<file path="config.mk">
export PLATFORM = sky130hd
export DESIGN_NAME = ioctl_download_source
export DESIGN_NICKNAME = d
export VERILOG_FILES = /design/src/rtl/ioctl_download_pkg.sv /design/src/rtl/download_gap_timer.sv /design/src/rtl/ioctl_download_source.sv
export SDC_FILE = /design/constraint.sdc
export NUM_CORES = 1
export LEC_CHECK = 0
export BUFFER_PORTS_ARGS = -buffer_cell sky130_fd_sc_hd__buf_4
export CELL_PAD_IN_SITES_DETAIL_PLACEMENT = 1
export CELL_PAD_IN_SITES_GLOBAL_PLACEMENT = 2
export CORE_UTILIZATION = 36
export DETAILED_ROUTE_END_ITERATION = 10
export GPL_ROUTABILITY_DRIVEN = 1
export PLACE_DENSITY_LB_ADDON = 0.1
export SLEW_MARGIN = 10
export SYNTH_ARGS = -nofsm -noshare
export SYNTH_HDL_FRONTEND = slang
export SYNTH_SLANG_ARGS = --single-unit
</file>
<file path="constraint.sdc">
create_clock -name clock -period 5.8 [get_ports clock]
set_clock_uncertainty 0.1 [all_clocks]
set_input_delay 0.87 -clock clock [delete_from_list [all_inputs] [get_ports clock]]
set_output_delay 0.87 -clock clock [all_outputs]
set_load 0.02 [all_outputs]
</file>
<file path="src/rtl/ioctl_download_pkg.sv">
// Shared types and defaults for the ROM download initiator (ioctl_download_source).
package ioctl_download_pkg;

  localparam int DEF_ADDR_W       = 25;
  localparam int DEF_LEN_W        = 24;
  localparam int DEF_SETUP_CYCLES = 4;
  localparam int DEF_WR_GAP       = 2;
  localparam int ADDR_STEP        = 2;
  localparam int TMR_W            = 8;

  typedef enum logic [2:0] {
    IDLE,
    SETUP,
    FETCH,
    WRITE,
    GAP,
    HOLD,
    FINISH
  } state_e;

endpackage

</file>
<file path="src/rtl/download_gap_timer.sv">
// Loadable down-counter shared by the SETUP hold-off and the post-write gap.
module download_gap_timer
  import ioctl_download_pkg::*;
#(
  parameter int W = TMR_W
) (
  input  logic         clock,
  input  logic         reset_n,
  input  logic         load_i,
  input  logic [W-1:0] load_val_i,
  input  logic         en_i,
  output logic         expired_o
);

  logic [W-1:0] cnt_q;

  always_ff @(posedge clock or negedge reset_n) begin
    if (!reset_n) begin
      cnt_q <= '0;
    end else if (load_i) begin
      cnt_q <= load_val_i;
    end else if (en_i && (cnt_q != '0)) begin
      cnt_q <= cnt_q - 1'b1;
    end
  end

  assign expired_o = (cnt_q == '0);

endmodule

</file>
<file path="src/rtl/ioctl_download_source.sv">
// Initiator side of the ROM download bus: streams 16-bit words from a valid/ready source
// into ioctl_*. Optional running checksum output under `define DOWNLOAD_CHECKSUM_EN.
//
// state  | meaning
// IDLE   | waiting for start; index/dout hold last values
// SETUP  | ioctl_download high, index stable, SETUP_CYCLES before first word
// FETCH  | src_ready high, waiting for a source word
// WRITE  | single-cycle ioctl_wr with addr/dout stable
// GAP    | WR_GAP idle cycles before ioctl_wait is trusted
// HOLD   | waiting for ioctl_wait low, then next word or finish
// FINISH | ioctl_download low, done pulse
module ioctl_download_source
  import ioctl_download_pkg::*;
#(
  parameter int ADDR_W       = DEF_ADDR_W,
  parameter int LEN_W        = DEF_LEN_W,
  parameter int SETUP_CYCLES = DEF_SETUP_CYCLES,
  parameter int WR_GAP       = DEF_WR_GAP
) (
  input  logic              clock,
  input  logic              reset_n,
  input  logic              start,
  input  logic [7:0]        index,
  input  logic [LEN_W-1:0]  length,
  input  logic              abort,
  input  logic              src_valid,
  output logic              src_ready,
  input  logic [15:0]       src_data,
  output logic              ioctl_download,
  output logic [7:0]        ioctl_index,
  output logic [ADDR_W-1:0] ioctl_addr,
  output logic [15:0]       ioctl_dout,
  output logic              ioctl_wr,
  input  logic              ioctl_wait,
  output logic              busy,
`ifdef DOWNLOAD_CHECKSUM_EN
  output logic              done,
  output logic [15:0]       checksum
`else
  output logic              done
`endif
);

  state_e             state_q, state_d;
  logic               abort_q, abort_d;
  logic [LEN_W-1:0]   len_q, cnt_q;
  logic [ADDR_W-1:0]  addr_q;
  logic [7:0]         index_q;
  logic [15:0]        dout_q;
  logic               tmr_load, tmr_en, tmr_exp;
  logic [TMR_W-1:0]   tmr_val;
  logic               abort_pend, last_word, start_go, addr_step;

  // A same-cycle abort counts as pending so no word is taken in the cycle it arrives.
  assign abort_pend = abort_q | abort;
  assign last_word  = (cnt_q == len_q);
  assign start_go   = (state_q == IDLE) && start && (length != '0);
  assign addr_step  = (state_q == HOLD) && !ioctl_wait && !(last_word || abort_pend);

  download_gap_timer #(.W(TMR_W)) u_timer (
    .clock      (clock),
    .reset_n    (reset_n),
    .load_i     (tmr_load),
    .load_val_i (tmr_val),
    .en_i       (tmr_en),
    .expired_o  (tmr_exp)
  );

  always_comb begin
    state_d  = state_q;
    tmr_load = 1'b0;
    tmr_val  = '0;
    tmr_en   = 1'b0;
    unique case (state_q)
      IDLE: begin
        if (start) begin
          if (length != '0) begin
            state_d  = SETUP;
            tmr_load = 1'b1;
            tmr_val  = TMR_W'(SETUP_CYCLES - 1);
          end else begin
            state_d = FINISH;
          end
        end
      end
      SETUP: begin
        tmr_en = 1'b1;
        if (abort_pend)   state_d = FINISH;
        else if (tmr_exp) state_d = FETCH;
      end
      FETCH: begin
        if (abort_pend)     state_d = FINISH;
        else if (src_valid) state_d = WRITE;
      end
      WRITE: begin
        state_d  = GAP;
        tmr_load = 1'b1;
        tmr_val  = TMR_W'(WR_GAP - 1);
      end
      GAP: begin
        tmr_en = 1'b1;
        if (tmr_exp) state_d = HOLD;
      end
      HOLD: begin
        if (!ioctl_wait) state_d = (last_word || abort_pend) ? FINISH : FETCH;
      end
      FINISH:  state_d = IDLE;
      default: state_d = IDLE;
    endcase
  end

  always_comb begin
    abort_d = abort_q;
    if (state_q == FINISH)                abort_d = 1'b0;
    else if (state_q != IDLE && abort)    abort_d = 1'b1;
  end

  always_ff @(posedge clock or negedge reset_n) begin
    if (!reset_n) begin
      state_q <= IDLE;
      abort_q <= 1'b0;
      len_q   <= '0;
      cnt_q   <= '0;
      addr_q  <= '0;
      index_q <= '0;
      dout_q  <= '0;
    end else begin
      state_q <= state_d;
      abort_q <= abort_d;
      if (start_go) begin
        index_q <= index;
        len_q   <= length;
        cnt_q   <= '0;
        addr_q  <= '0;
      end
      if (src_ready && src_valid) dout_q <= src_data;
      if (state_q == WRITE)       cnt_q  <= cnt_q + 1'b1;
      if (addr_step)              addr_q <= addr_q + ADDR_W'(ADDR_STEP);
    end
  end

`ifdef DOWNLOAD_CHECKSUM_EN
  logic [15:0] csum_q;

  always_ff @(posedge clock or negedge reset_n) begin
    if (!reset_n) begin
      csum_q <= '0;
    end else if ((state_q == IDLE) && start) begin
      csum_q <= '0;
    end else if (state_q == WRITE) begin
      csum_q <= csum_q + dout_q;
    end
  end

  assign checksum = csum_q;
`endif

  assign src_ready      = (state_q == FETCH) && !abort_pend;
  assign ioctl_download = (state_q == SETUP) || (state_q == FETCH) || (state_q == WRITE) ||
                          (state_q == GAP)   || (state_q == HOLD);
  assign ioctl_wr       = (state_q == WRITE);
  assign ioctl_index    = index_q;
  assign ioctl_addr     = addr_q;
  assign ioctl_dout     = dout_q;
  assign busy           = (state_q != IDLE);
  assign done           = (state_q == FINISH);

endmodule

</file>
# Word level (Yosys, flattened, before mapping)
# Cells that the tools add are included.
[op_classes]
n_addsub = 3
mul = 0
n_div = 0
magnitude_cmp = 0
eq_ne = 12
shift = 0
muxes = 25
bitwise_logic = 1
n_reduce_logical = 27
[op_table]
columns = ["cell", "count"]
rows = [
  ["two-way mux 25 bit", 2],
  ["two-way mux 24 bit", 2],
  ["two-way mux 3 bit", 9],
  ["adder 25 x 2 -> 25 bit, second input constant", 1],
  ["adder 24 x 1 -> 24 bit, second input constant", 1],
  ["== test 24 bit", 1],
  ["nonzero test 24 bit", 1],
  ["one-hot mux 3 bit (6 select lines)", 1],
  ["two-way mux 8 bit", 2],
  ["== test 3 bit, second input constant", 3],
  ["logical AND 1 bit", 8],
  ["logical NOT 8 bit", 1],
  ["nonzero test 2 bit", 4],
  ["nonzero test 8 bit", 1],
  ["subtractor 8 x 1 -> 8 bit, second input constant", 1],
  ["== test 3 x 2 -> 1 bit, second input constant", 2],
  ["inequality test 2 bit, second input constant", 3],
  ["inequality test 3 bit, second input constant", 2],
  ["logical OR 1 bit", 5],
  ["two-way mux 1 bit", 5],
  ["AND reduction 5 bit", 1],
  ["two-way mux 2 bit", 2],
  ["one-hot mux 2 bit (2 select lines)", 1],
  ["== test 3 x 1 -> 1 bit, second input constant", 1],
  ["other kinds (6)", 8],
]
[word_totals]
ff_bits = 109
latchBits = 0
ram_bits = 0
rom_bits = 0
in_bits = 54
output_inout_bits = 54
mem_count = 0

# Logic depth before layout (Yosys ltp)
# Gate-level depths: netlist of run 1.
[depth]
ltp_word = 6
mapped_depth = 9
depth_no_buf = 8

# Hierarchy
# A second synthesis of run 1 with hierarchy kept.
[unflattened]
hier_cells = 600
area_unflattened_um2 = 5521.5
[by_module_without_submodules]
columns = ["module", "instances", "cells_each", "area_per_inst_um2", "seq_area_each_um2"]
rows = [
  ["ioctl_download_source", 1, 542, 4993.5, 2502.4],
  ["download_gap_timer", 1, 58, 528.0, 200.2],
]

# Worst setup path after synthesis of run 1
# No wires, ideal clock.
[synth_timing]
kind = "input to register"
from = "input port abort"
to = "register dout_q[10], in the netlist ioctl_dout[10]"
arrival_ns = 2.358
required_ns = 5.572
path_slack_ns = 3.214
cell_stages = 5
path_buffers = 1
path_cell_list = "or3_1 -> nor3_2 -> nand2_1 -> buf_2 -> mux2_1"
[synth_between]
elab_chain_cells = 4
[synth_rtl]
columns = ["element", "line", "rtl"]
rows = [
  ["from (decl)", "ioctl_download_source.sv:25", "input logic abort,"],
  ["OR 1 bit", "ioctl_download_source.sv:55", "assign abort_pend = abort_q | abort;"],
  ["logical NOT 1 bit", "ioctl_download_source.sv:158", "assign src_ready = (state_q == FETCH) && !abort_pend;"],
  ["logical AND 1 bit", "ioctl_download_source.sv:158", ""],
  ["net src_ready", "ioctl_download_source.sv:27", "output logic src_ready,"],
  ["logical AND 1 bit", "ioctl_download_source.sv:136", "if (src_ready && src_valid) dout_q <= src_data;"],
  ["to (signal assigned)", "ioctl_download_source.sv:136", ""],
  ["to (decl)", "ioctl_download_source.sv:49", "logic [15:0] dout_q;"],
]
# The timed path passes the listed nets, and every way through them passes these cells.
# A chain may end at the register's enable or synchronous reset.

# Worst setup path after layout of run 1
[layout_timing]
from = "input port length[1]"
to = "register addr_q[1], in the netlist ioctl_addr[1]"
[layout_between]
elab_chain_cells = 3
[layout_rtl]
columns = ["element", "line", "rtl"]
rows = [
  ["from (decl)", "ioctl_download_source.sv:24", "input logic [LEN_W-1:0] length,"],
  ["nonzero test 24 bit", "ioctl_download_source.sv:57", "assign start_go = (state_q == IDLE) && start && (length != '0);"],
  ["logical AND 1 bit", "ioctl_download_source.sv:57", ""],
  ["nonzero test 2 bit (no line)", "--", ""],
  ["to (signal assigned)", "ioctl_download_source.sv:138", "if (addr_step) addr_q <= addr_q + ADDR_W'(ADDR_STEP);"],
  ["to (decl)", "ioctl_download_source.sv:47", "logic [ADDR_W-1:0] addr_q;"],
]
# Every way passes these cells.

==> results of run 1 <==
metrics by stage:
stage | std cells | total power, W | hold WS, ps | utilization | instance area [um^2]
after global placement | 841 | 0.00215 | 360 | 0.435 | 6400
after floorplan | 578 | 0.00181 | 366 | - | 5470
after CTS | 857 | 0.00282 | 386 | 0.455 | 6690
final | 857 | 0.00277 | 381 | 0.455 | 6690
after global routing | 857 | 0.00298 | 396 | 0.455 | 6690
after detailed placement | 841 | 0.00219 | 366 | 0.435 | 6400
sequential cells by signal (all words and copies together) (netlist names):
register	count
abort_q	1
cnt_q	24
ioctl_addr	24
ioctl_dout	16
ioctl_index	8
len_q	24
state_q	3
u_timer.cnt_q	8
area by class of cell:
type / instances / area [um^2]
fill: 1694 / 8010
tap: 184 / 230
inverter: 9 / 35.0
multi-input combinational: 431 / 2610
timing repair buffer: 109 / 818
clock inverter: 7 / 66.3
sequential: 108 / 2700
clock buffer: 9 / 225
routing by layer:
metal / wire, um / global-route usage / up-vias
met5: 0 / 0 / -
met4: 117 / 0.0409 / 0
met3: 501 / 0.0475 / 8
met2: 7240 / 0.344 / 71
met1: 6800 / 0.258 / 2305
li1: - / - / 2195
power groups by stage:
stage,Combinational (W),Sequential [W],Clock (W)
2_1_floorplan,0.000610,0.00120,0
3_3_place_gp,0.000969,0.00118,0
3_5_place_dp,0.00100,0.00119,0
4_1_cts,0.00101,0.00118,0.000642
5_1_grt,0.00110,0.00121,0.000671
6_report,0.000987,0.00117,0.000616
kinds of logic after synthesis:
kind of cell    after synthesis
compound gates               73
other cells                   1
simple gates                276
mux                          42
buf+inv                      39
fa+ha+maj                     4
xor+xnor                     35
flops                       108
worst min-delay path, cell delays in order (launching register included):
cell and delay, ps:
dfrtp_1 350, nand2_1 50, nand2_1 60
worst max-delay path by stage:
stage	cells past startpoint	slack, ps	end
floorplan	5	3210	ioctl_dout[10]
global placement	7	2420	ioctl_addr[1]
detailed placement	7	2310	ioctl_addr[1]
CTS	7	2690	ioctl_addr[1]
global route	7	2410	ioctl_addr[11]
finish	7	2710	ioctl_addr[1]
cell usage in the layout, fill, tap and decap left out, types with 5 or more instances in the layout:
| cell | instances |
|---|---|
| xor2_1 | 5 |
| nand2_1 | 137 |
| a211o_1 | 6 |
| mux2i_1 | 20 |
| buf_4 | 109 |
| xnor2_1 | 30 |
| or3_1 | 6 |
| nor4_1 | 13 |
| nand4_1 | 19 |
| dfrtp_1 | 108 |
| clkbuf_16 | 9 |
| o211ai_1 | 5 |
| nor3_1 | 9 |
| and3_1 | 13 |
| inv_1 | 6 |
| mux2_1 | 20 |
| and2_1 | 5 |
| a21oi_1 | 18 |
| nand3_1 | 26 |
| o21ai_1 | 20 |
| nor2_1 | 30 |
==> reports/summary.md, run 1 <==
The slowest stage of the critical path belongs to the cell nor2_1. Counting along the longest clock path gives a buffer depth of 2. The delay of the slowest cell on the worst path was 740 ps.

The net switching share of the total power was 0.387; the total of buffers placed on input and output ports was 106. The logic gate share of total power came out at 0.356. Along the worst path, the maximum fanout reaches 40. The tools report the kind of end point of the critical path as a flip-flop. The total number of H-tree levels is 3, and the worst slack after detailed placement is 2310 ps. The number of endpoints with negative hold slack in the final report was 0.

Across all register-to-register paths, the minimum setup slack is 2900 ps. The signal on the critical path passes through buf_4 > nor4_1 > nand4_1 > nor2_1 > nor2_4 > nor2_1 > mux2_2. After detailed routing, the average wire length per cell comes to 17.1 um. Setup violations remaining at the end of the flow were counted as 0. The placer congestion estimate is 0.779, and the count of final max-slew check failures is 0. Instance count of the mapped netlist: 578. Hold repair after CTS inserted 0 buffers. The tools report the starting DRC count in detailed routing as 221.

End of the worst register-to-register path: ioctl_addr[11]. The number of buffers inserted by post-CTS setup repair was 0. For the worst setup path, the data arrival time is 3280 ps. The number of max-cap violations is 0, and the simple-gate area share of the yosys netlist is 0.237. For the worst setup path, the data required time is 5990 ps.

The buffering stage count on the worst path with inverters included is 1, and the remaining global-route overflow is 0. The checks that failed: design-rule violations. The floorplan step defined a core boundary enclosing 14700 um^2.

For the worst flop-to-flop path, the logic depth is 5. For the power share of the sequential group, the log shows 0.422. Among the stages of the critical path, the cell type that occurs most often is nor2_1.

The compound-gate portion of the synthesized area works out to 0.0890. A synthesized cell averages 9.46 um^2. Yosys instantiated no cell more often than nand2_1. The count of flip-flops with a built-in enable after synthesis is 0, and the die span in y is 125 um.

The maximum number of pins on one net before global-route repair came out at 56. The setup path with the least slack is of type input port to flip-flop. The die width is 125 um.

The detail route stage leaves a number of antenna-violating nets equal to 0. The overall global routing resource usage came out at 0.201. The fraction of the mapped netlist area in adder cells was 0.00915. For this run, the top clock speed supported by timing is 324 MHz.

The synthesized netlist contains 51 unique library cells. The logs give 3.21 nW for the leakage power summed over all cells and 0 for the number of antenna violations at the first check in global routing. First-pass GRT wire length: 25.1 mm.

For the pin with the worst max-slew slack, the measured transition is 884 ps. The via count normalized by instance count came out at 5.34. TritonCTS built the clock tree. Adding up every negative setup slack in the final design gives 0 ps. Total wire length: 14.7 mm. After synthesis, the largest family of logic cells by area is simple AND/OR/NAND/NOR gates. The tools report the worst setup path startpoint as length[1]. Dominant cell type by area after synthesis: dfrtp_1.

In this run the clock root is driven by a clkbuf_16. Setup repair after global routing left no endpoint under its margin. CTS saw 108 sinks. The number of flip-flops and latches in the synthesized netlist is 108. By area the synthesized netlist is led by dfrtp_1 (49%), nand2_1 (9.4%), xnor2_1 (4.8%). By count the netlist is led by nand2_1 (137), dfrtp_1 (108), nor2_1 (31), xnor2_1 (30), nand3_1 (26).

The final net count came out at 726. For the detailed-placement wirelength estimate, the log shows 10.6 mm. Flip-flop cell with the highest count after synthesis: dfrtp_1. Clock-pin slew was measured on the worst setup and hold paths at 70 ps. The gate family responsible for the most delay along the worst path is simple AND/OR/NAND/NOR gates. The multiplexer fraction of the synthesized cell area is 0.0819, and the die area is 15700 um^2. The flow ran to the end, but the final reports show violations. The share of the clock period used by the worst path after layout was 0.533.

The top-area cell type share of the netlist area works out to 0.494. In this run the worst hold path is classified as flip-flop to flip-flop. The area growth from synthesis to layout is 22.3%. The number of global-route vias before repair is 4846, and the final critical path time including I/O delays and setup is 3090 ps. The initial standard-cell utilization of the core came out at 0.372. Counting the buffers created by CTS gives 9. The internal power contribution came out at 0.00170 W. The repair_antennas step left the layout with diodes totalling 0.

The synthesized netlist occupies a cell area of 5470 um^2. For the number of top-level pins, the log shows 108. The Yosys step of the flow raised 0 warnings.

Across all setup checks in the final design, the least slack found is 2710 ps. The worst setup path is launched from an input port. The later pin in the worst-skew pair is clocked with a latency of 360 ps. The number of nets in the synthesized netlist is 636.

The pre-antenna-repair detailed-routing pass consisted of 10 iterations. The share of synthesized registers carrying an async set or reset was 1.00. For this design the total switching power over the nets is 0.00107 W.

For this run, design rule violations remaining after detail routing come to 7. For this block, the via count after detailed routing is 4579. The parity-gate share of the synthesized area counting xor and xnor cells is 0.0560, and the post-synthesis sequential area ratio is 0.494.

Once the clock tree was built, the resizer swapped 0 gates to a different size. Counting instances, the worst hold path has a depth of 2. The floorplan has 44 rows. The layout cell share with drive strength beyond 1 is 0.210, and the peak supply drop is 254 uV. The total power density per cell area was 415 nW/um^2. Terminating pin of the worst hold path: ioctl_index[5]. The tools report the startpoint of the most critical hold path as ioctl_index[5]. The clock share of power is 0.222. Origin of the critical flop-to-flop path: state_q[0]. The tools report the normalized max-slew margin as 0.409.
No activity file was read; power rests on OpenSTA's default activity.
==> inputs of run 2 (changes only) <==
--- a/config.mk
+++ b/config.mk
@@ -8,7 +8,7 @@
 export BUFFER_PORTS_ARGS = -buffer_cell sky130_fd_sc_hd__buf_4
 export CELL_PAD_IN_SITES_DETAIL_PLACEMENT = 1
 export CELL_PAD_IN_SITES_GLOBAL_PLACEMENT = 2
-export CORE_UTILIZATION = 36
+export CORE_UTILIZATION = 31
 export DETAILED_ROUTE_END_ITERATION = 10
 export GPL_ROUTABILITY_DRIVEN = 1
 export PLACE_DENSITY_LB_ADDON = 0.1
==> constraint.sdc (replaced) <==
create_clock -name clock -period 2.5 [get_ports clock]
set_clock_uncertainty 0.1 [all_clocks]
set_input_delay 0.375 -clock clock [delete_from_list [all_inputs] [get_ports clock]]
set_output_delay 0.375 -clock clock [all_outputs]
set_load 0.02 [all_outputs]
==> run 2 against run 1 <==
The flow now finishes without violations. Final area rose by 7.5%. Highest routed layer unchanged. Hold slack got worse by 270 ps. Largest cell class unchanged. Setup slack got worse by 2500 ps.
==> reports/summary.md, run 2 (same netlist as run 1, synthesis figures left out) <==
Overall global routing resource usage: 0.184. The worst register-to-register path begins at cnt_q[8]. The slowest cell on the critical path was or4_4. The buffering stage count on the worst path with inverters included was 1. The multi-input combinational cells in the finished layout cover a total of 2630 um^2. The count of final max-slew check failures was 0.

For this design, the sink count on the clock tree is 108. 108 I/O pins were placed. The analysis attributes to net switching a power of 0.00247 W. In the post-route analysis, the smallest setup slack over all paths is 160 ps. The starting DRC count in detailed routing was 176.

For the remaining global-route overflow, the log shows 0. For the worst setup path, the data required time is 2640 ps. The first detailed-routing pass ran for 4 iterations. Measured in cells, the most critical reg-to-reg path has a length of 7.

The maximum count of clock buffers along a single path is 2. The root buffer cell chosen for the clock tree is clkbuf_16. The startpoint class of the critical path is a flip-flop. The clock share of power was 0.225; the delay of the slowest cell on the worst path was 580 ps. The number of buffers created by CTS is 9, and the layout cell share with drive strength beyond 1 is 0.262. Walking the worst path, the cells encountered are buf_4 > and4_1 > nand4_1 > or4_4 > nor2_2 > nor2_1 > mux2_2. Summed over all failing endpoints, the final setup total negative slack is 0 ps. The final standard cell utilization of the core was 0.417. The endpoint identified for the worst register-to-register timing path is cnt_q[19]. For the number of antenna violations at the first check in global routing, the log shows 0. The die area was 18200 um^2; the number of cell rows was 48. Summed over all layers, the routed wires come to 15.8 mm.

VDD sags by at most 374 uV. Summing all flip-flop and latch instances after layout gives 2700 um^2. The power share of the sequential group is 0.383, and the leakage power summed over all cells is 3.50 nW. The actual transition at the worst max-transition pin came out at 591 ps. Broken down by cell family, the worst path's largest delay share belongs to simple AND/OR/NAND/NOR gates.

The kind of end point of the critical path is a flip-flop. During placement, the flow inserted port buffers numbering 106. The run gives 4863 as the number of global-route vias before repair. For the initial standard-cell utilization of the core, the log shows 0.317.

The placer congestion estimate is 0.791. The net switching share of the total power is 0.365. After layout, the minimum clock period comes to 2340 ps.

Type of the worst setup path: flip-flop to flip-flop. The internal power of the cells totals 0.00431 W. The worst hold path begins at index[3]. The die is 135 um tall. The vias after detailed routing came out at 4702.

In the routed layout, each cell is associated on average with a via count of 4.97. In this run the worst hold path is classified as input port to flip-flop. The normalized max-slew margin is 0.606, and the number of cells on the worst hold path is 3.

In the layout the commonest cells are buf_4 (153), nand2_1 (137), dfrtp_1 (108). Static timing analysis puts the maximum clock frequency at 427 MHz. The logic gate share of total power was 0.391.

Leaving out fill and tap cells, the most frequent cell in the layout is buf_4. In this run the standard cell core region covers 17200 um^2. TritonCTS built the clock tree. After filler insertion, the fill cell instance count of the layout stands at 1962. The total power density per cell area is 943 nW/um^2. In the final design database the tool counted 776 nets. The setup check on the worst reg-to-reg path leaves a slack of 160 ps. The first global-routing pass estimated 25.8 mm of wire.

Setup violations remaining at the end of the flow were counted as 0. The run finished with clean final reports. Relative to the synthesized area, the layout overhead comes to 31.5%. The mean routed wirelength per cell is 16.7 um.

The share of the clock period used by the worst path after layout came out at 0.936. The peak fanout along the critical path is 5, and the final antenna diode count is 0. The detailed-placement wirelength estimate was 11.6 mm; the die width was 135 um.

The tools report the number of DRC violations after detailed routing as 0. OpenSTA, run right after detailed placement, puts the worst setup slack at -526 ps. Entering global routing, the biggest net connects 43 pins. The number of endpoints with negative hold slack in the final report came out at 0.

Terminating pin of the worst hold path: ioctl_index[3]. Setup repair after global routing left no endpoint under its margin. CTS built an H-tree with a depth of 3. The clock transition at the registers of the reported paths works out to 80 ps.

In this run the remaining antenna-violating nets after routing total 0. The clock latency on the worst-skew pair was 360 ps; the arrival time reported for the critical path endpoint was 2480 ps. The tool flagged a number of max-cap violations equal to 0.
## run 2: repair_timing
item,in CTS,in global routing
gates resized for setup,3,1
hold endpoints to repair,31,0
gates cloned,1,0
setup buffers,0,5
hold buffers,1,0
pin swaps,0,0
endpoints found under the setup margin,24,9
## run 2: worst register-to-register path, cell delays in order, from the launching register on
cell     delay, ps
dfrtp_1        420
buf_4          160
and4_1         260
nand4_1        180
or4_4          580
nor2_2         190
nor2_1          70
mux2_2         270
## run 2: final cells by class
class                           count  area share
Clock buffer                       10      0.0318
Clock inverter                      4      0.0103
Inverter                            9     0.00487
Multi-Input combinational cell    432       0.366
Sequential cell                   108       0.376
Tap cell                          225      0.0392
Timing Repair Buffer              158       0.172
## run 2: power groups by stage
stage	clock network, W	logic [W]	registers (W)
2_1_floorplan	0	0.00142	0.00278
3_3_place_gp	0	0.00261	0.00262
3_5_place_dp	0	0.00267	0.00264
4_1_cts	0.00158	0.00270	0.00261
5_1_grt	0.00163	0.00295	0.00267
6_report	0.00153	0.00265	0.00260
## run 2: per-layer routing
metal,up-vias,global-route usage,wire length (um)
met5,-,0,0
met4,0,0.0662,243
met3,15,0.0248,437
met2,70,0.305,7630
met1,2326,0.246,7510
li1,2291,-,-
## run 2: worst max path at each step
stage / from / end / cells past startpoint
final: cnt_q[8] / cnt_q[19] / 7
after CTS: abort_q / ioctl_addr[8] / 7
after floorplan: state_q[2] / ioctl_dout[10] / 6
after detailed placement: abort / ioctl_addr[8] / 8
after global routing: ioctl_addr[7] / ioctl_addr[22] / 6
after global placement: abort / ioctl_addr[8] / 8
## run 2: per-stage QoR
stage | power [W] | cells | hold WS (ps) | cell area, um^2
finish | 0.00678 | 946 | 109 | 7190
global route | 0.00725 | 946 | 97.2 | 7190
CTS | 0.00689 | 941 | 94.1 | 7150
detailed placement | 0.00531 | 925 | 280 | 6820
global placement | 0.00522 | 925 | 276 | 6820
floorplan | 0.00420 | 578 | -20.6 | 5470
==> inputs of run 3 (changes only) <==
--- a/config.mk
+++ b/config.mk
@@ -6,7 +6,7 @@
 export NUM_CORES = 1
 export LEC_CHECK = 0
 export BUFFER_PORTS_ARGS = -buffer_cell sky130_fd_sc_hd__buf_4
-export CELL_PAD_IN_SITES_DETAIL_PLACEMENT = 1
+export CELL_PAD_IN_SITES_DETAIL_PLACEMENT = 0
 export CELL_PAD_IN_SITES_GLOBAL_PLACEMENT = 2
 export CORE_UTILIZATION = 31
 export DETAILED_ROUTE_END_ITERATION = 10
==> run 3 against run 2 <==
Die area did not move. Critical path depth unchanged. Hold slack better by 2.5 ps. Sequential share of layout area is essentially flat. Non-clock buffer count decreased by 1. Register-to-register slack gained 60 ps. Sequential power about the same. Power shrank 0.24%. Utilization is essentially flat. Routed wire length shrank 6.8%. Largest power group unchanged.
==> reports/summary.md, run 3 (same netlist as run 1, synthesis figures left out) <==
Among cell families on the critical path, the largest total delay comes from simple AND/OR/NAND/NOR gates. Once placement finished, the instance area stood at 6820 um^2. Root cell of the clock tree: clkbuf_16. Counting I/O delays and the setup requirement, the final critical path takes 2280 ps. Wires add up to 14.8 mm. The library cells used most frequently in the layout, excluding fill and tap cells, are buf_4 (152), nand2_1 (137), dfrtp_1 (108). TritonCTS built the clock tree. In this run, the number of DRC markers left after iteration 0 of detailed routing was 189. For the initial standard-cell utilization of the core, the log shows 0.317.

The type of the worst setup path was flip-flop to flip-flop. The die width was 135 um. The clock share of power is 0.230, and the total power density per cell area is 940 nW/um^2.

The logs give 18200 um^2 for the die area and 2640 ps for the data required time of the worst path. The number of max-cap violations was 0. The tools report the kind of end point of the critical path as a flip-flop. Adding up every negative setup slack in the final design gives 0 ps. In this design, the stage delay of the slowest critical-path cell is 580 ps.

For the number of endpoints with negative hold slack in the final report, the log shows 0. The layout cell share with drive strength beyond 1 came out at 0.262. In this run the worst path has a maximum fanout of 5. The leading cell type in the layout, fill and taps excluded was buf_4. CTS built an H-tree with a depth of 3. In this run the deepest clock path goes through 2 buffers. The congestion estimate from routability-driven global placement came to 0.791. Clock-pin slew was measured on the worst setup and hold paths at 80 ps. The filler cells instantiated in the layout total 1709. The floorplan has 48 rows.

At the pin with the least slew margin, the transition time is 580 ps. The number of global-route vias before repair was 4541. The tools report the number of antenna violations at the first check in global routing as 0.

The final antenna diode count is 0, and the share of the clock period used by the worst path after layout is 0.913. The run gives 775 as the final net count. The logs give 0.00245 W for the switching power summed over all nets and 438 MHz for the highest clock rate. The maximum number of pins on one net before global-route repair was 43.

The tools report the overall global routing resource usage as 0.172. Compared with the post-synthesis result, the final layout area differs by 31.5%. The number of top-level pins was 108; the vias after detailed routing was 4667.

For this run, design rule violations remaining after detail routing come to 0. Walking the worst path, the cells encountered are buf_4 > and4_1 > nand4_1 > or4_4 > nor2_2 > nor2_1 > mux2_2. In this run the standard cell core region covers 17200 um^2.

The first global-routing pass estimated 24.0 mm of wire. The buffering stage count on the worst path with inverters included was 1. The cell area after layout is 7200 um^2.

The min-delay analysis places its worst path in the category input port to flip-flop. The remaining global-route overflow came out at 0. The logic gate share of total power was 0.387.

The run finished with clean final reports. The tightest hold path in the finished design has a slack of 112 ps. The net switching share of the total power was 0.362. IR analysis of the VDD net gives a maximum drop of 512 uV.

The slowest cell on the critical path is or4_4. Startpoint class of the critical path: a flip-flop. After detailed routing, the number of vias per cell comes to 4.93. The internal portion of the total power is 0.00432 W. The number of clock buffers added by TritonCTS is 9. The tools report the clock net sink count as 108. The leakage power summed over all cells is 3.50 nW. The clock latency on the worst-skew pair came out at 350 ps. Data arrives at the worst endpoint at 2420 ps. For the normalized max-slew margin, the log shows 0.614. The die span in y was 135 um. The run gives 0.383 as the power share of the sequential group.

The total of buffers placed on input and output ports is 106. The pre-antenna-repair detailed-routing pass consisted of 4 iterations. The detail route stage leaves a number of antenna-violating nets equal to 0. The count of final max-slew check failures came out at 0.

Setup repair after global routing left no endpoint under its margin. Setup violations remaining at the end of the flow were counted as 0. The detailed-placement wirelength estimate was 10.7 mm; the mean routed wirelength per cell was 15.6 um.
run 3: final timing paths:
check                           depth (start not counted)        endpoint  slack, ps            from
worst max-delay path                                    7       cnt_q[19]        220        cnt_q[8]
worst min-delay path                                    3  ioctl_index[0]        110        index[0]
worst max register to register                          7       cnt_q[19]        220        cnt_q[8]
worst min register to register                          2  ioctl_index[5]        380  ioctl_index[5]
max in group asynchronous                               3       cnt_q[15]       1200         reset_n
min in group asynchronous                               2   ioctl_addr[7]        420         reset_n
run 3: metal layers:
layer  GRT usage  up-vias  wire (um)
met2       0.275       92       6880
met1       0.234     2265       7110
met4      0.0687        0        248
met5           0        -          0
met3      0.0233       14        509
li1            -     2296          -
run 3: stage by stage:
step / std cells / setup WS [ps] / power (W) / utilization
after floorplan: 578 / 220 / 0.00420 / -
after global placement: 925 / -478 / 0.00522 / 0.395
after detailed placement: 925 / -500 / 0.00526 / 0.395
after CTS: 943 / 111 / 0.00686 / 0.416
after global routing: 947 / 31.1 / 0.00724 / 0.417
final: 947 / 217 / 0.00677 / 0.417
run 3: layout make-up:
| cell class | count | area [um^2] | share of cell area |
|---|---|---|---|
| clock buffers | 10 | 229 | 0.0318 |
| clock inverters | 6 | 87.6 | 0.0122 |
| inverters | 9 | 35.0 | 0.00487 |
| multi-input cells | 432 | 2630 | 0.365 |
| flip-flops and latches | 108 | 2700 | 0.376 |
| well taps | 225 | 282 | 0.0391 |
| repair buffers | 157 | 1230 | 0.171 |
run 3: timing repair:
action                                 4_1_cts  5_1_grt
hold buffers                                 1        0
gates resized for setup                      3        0
setup buffers                                0        4
setup endpoints to repair                   24        4
endpoints found under the hold margin       31        0
cloned                                       1        0
run 3: tightest hold or removal path, delay by kind of cell:
family	cells	cell delay, ps
AND/OR/NAND/NOR	2	90
buffers and inverters	1	80
run 3: power by group through the flow:
stage          Clock, W  Sequential [W]  Combinational (W)
2_1_floorplan         0         0.00278            0.00142
3_3_place_gp          0         0.00262            0.00261
3_5_place_dp          0         0.00263            0.00263
4_1_cts         0.00161         0.00260            0.00266
5_1_grt         0.00167         0.00266            0.00291
6_report        0.00156         0.00259            0.00262
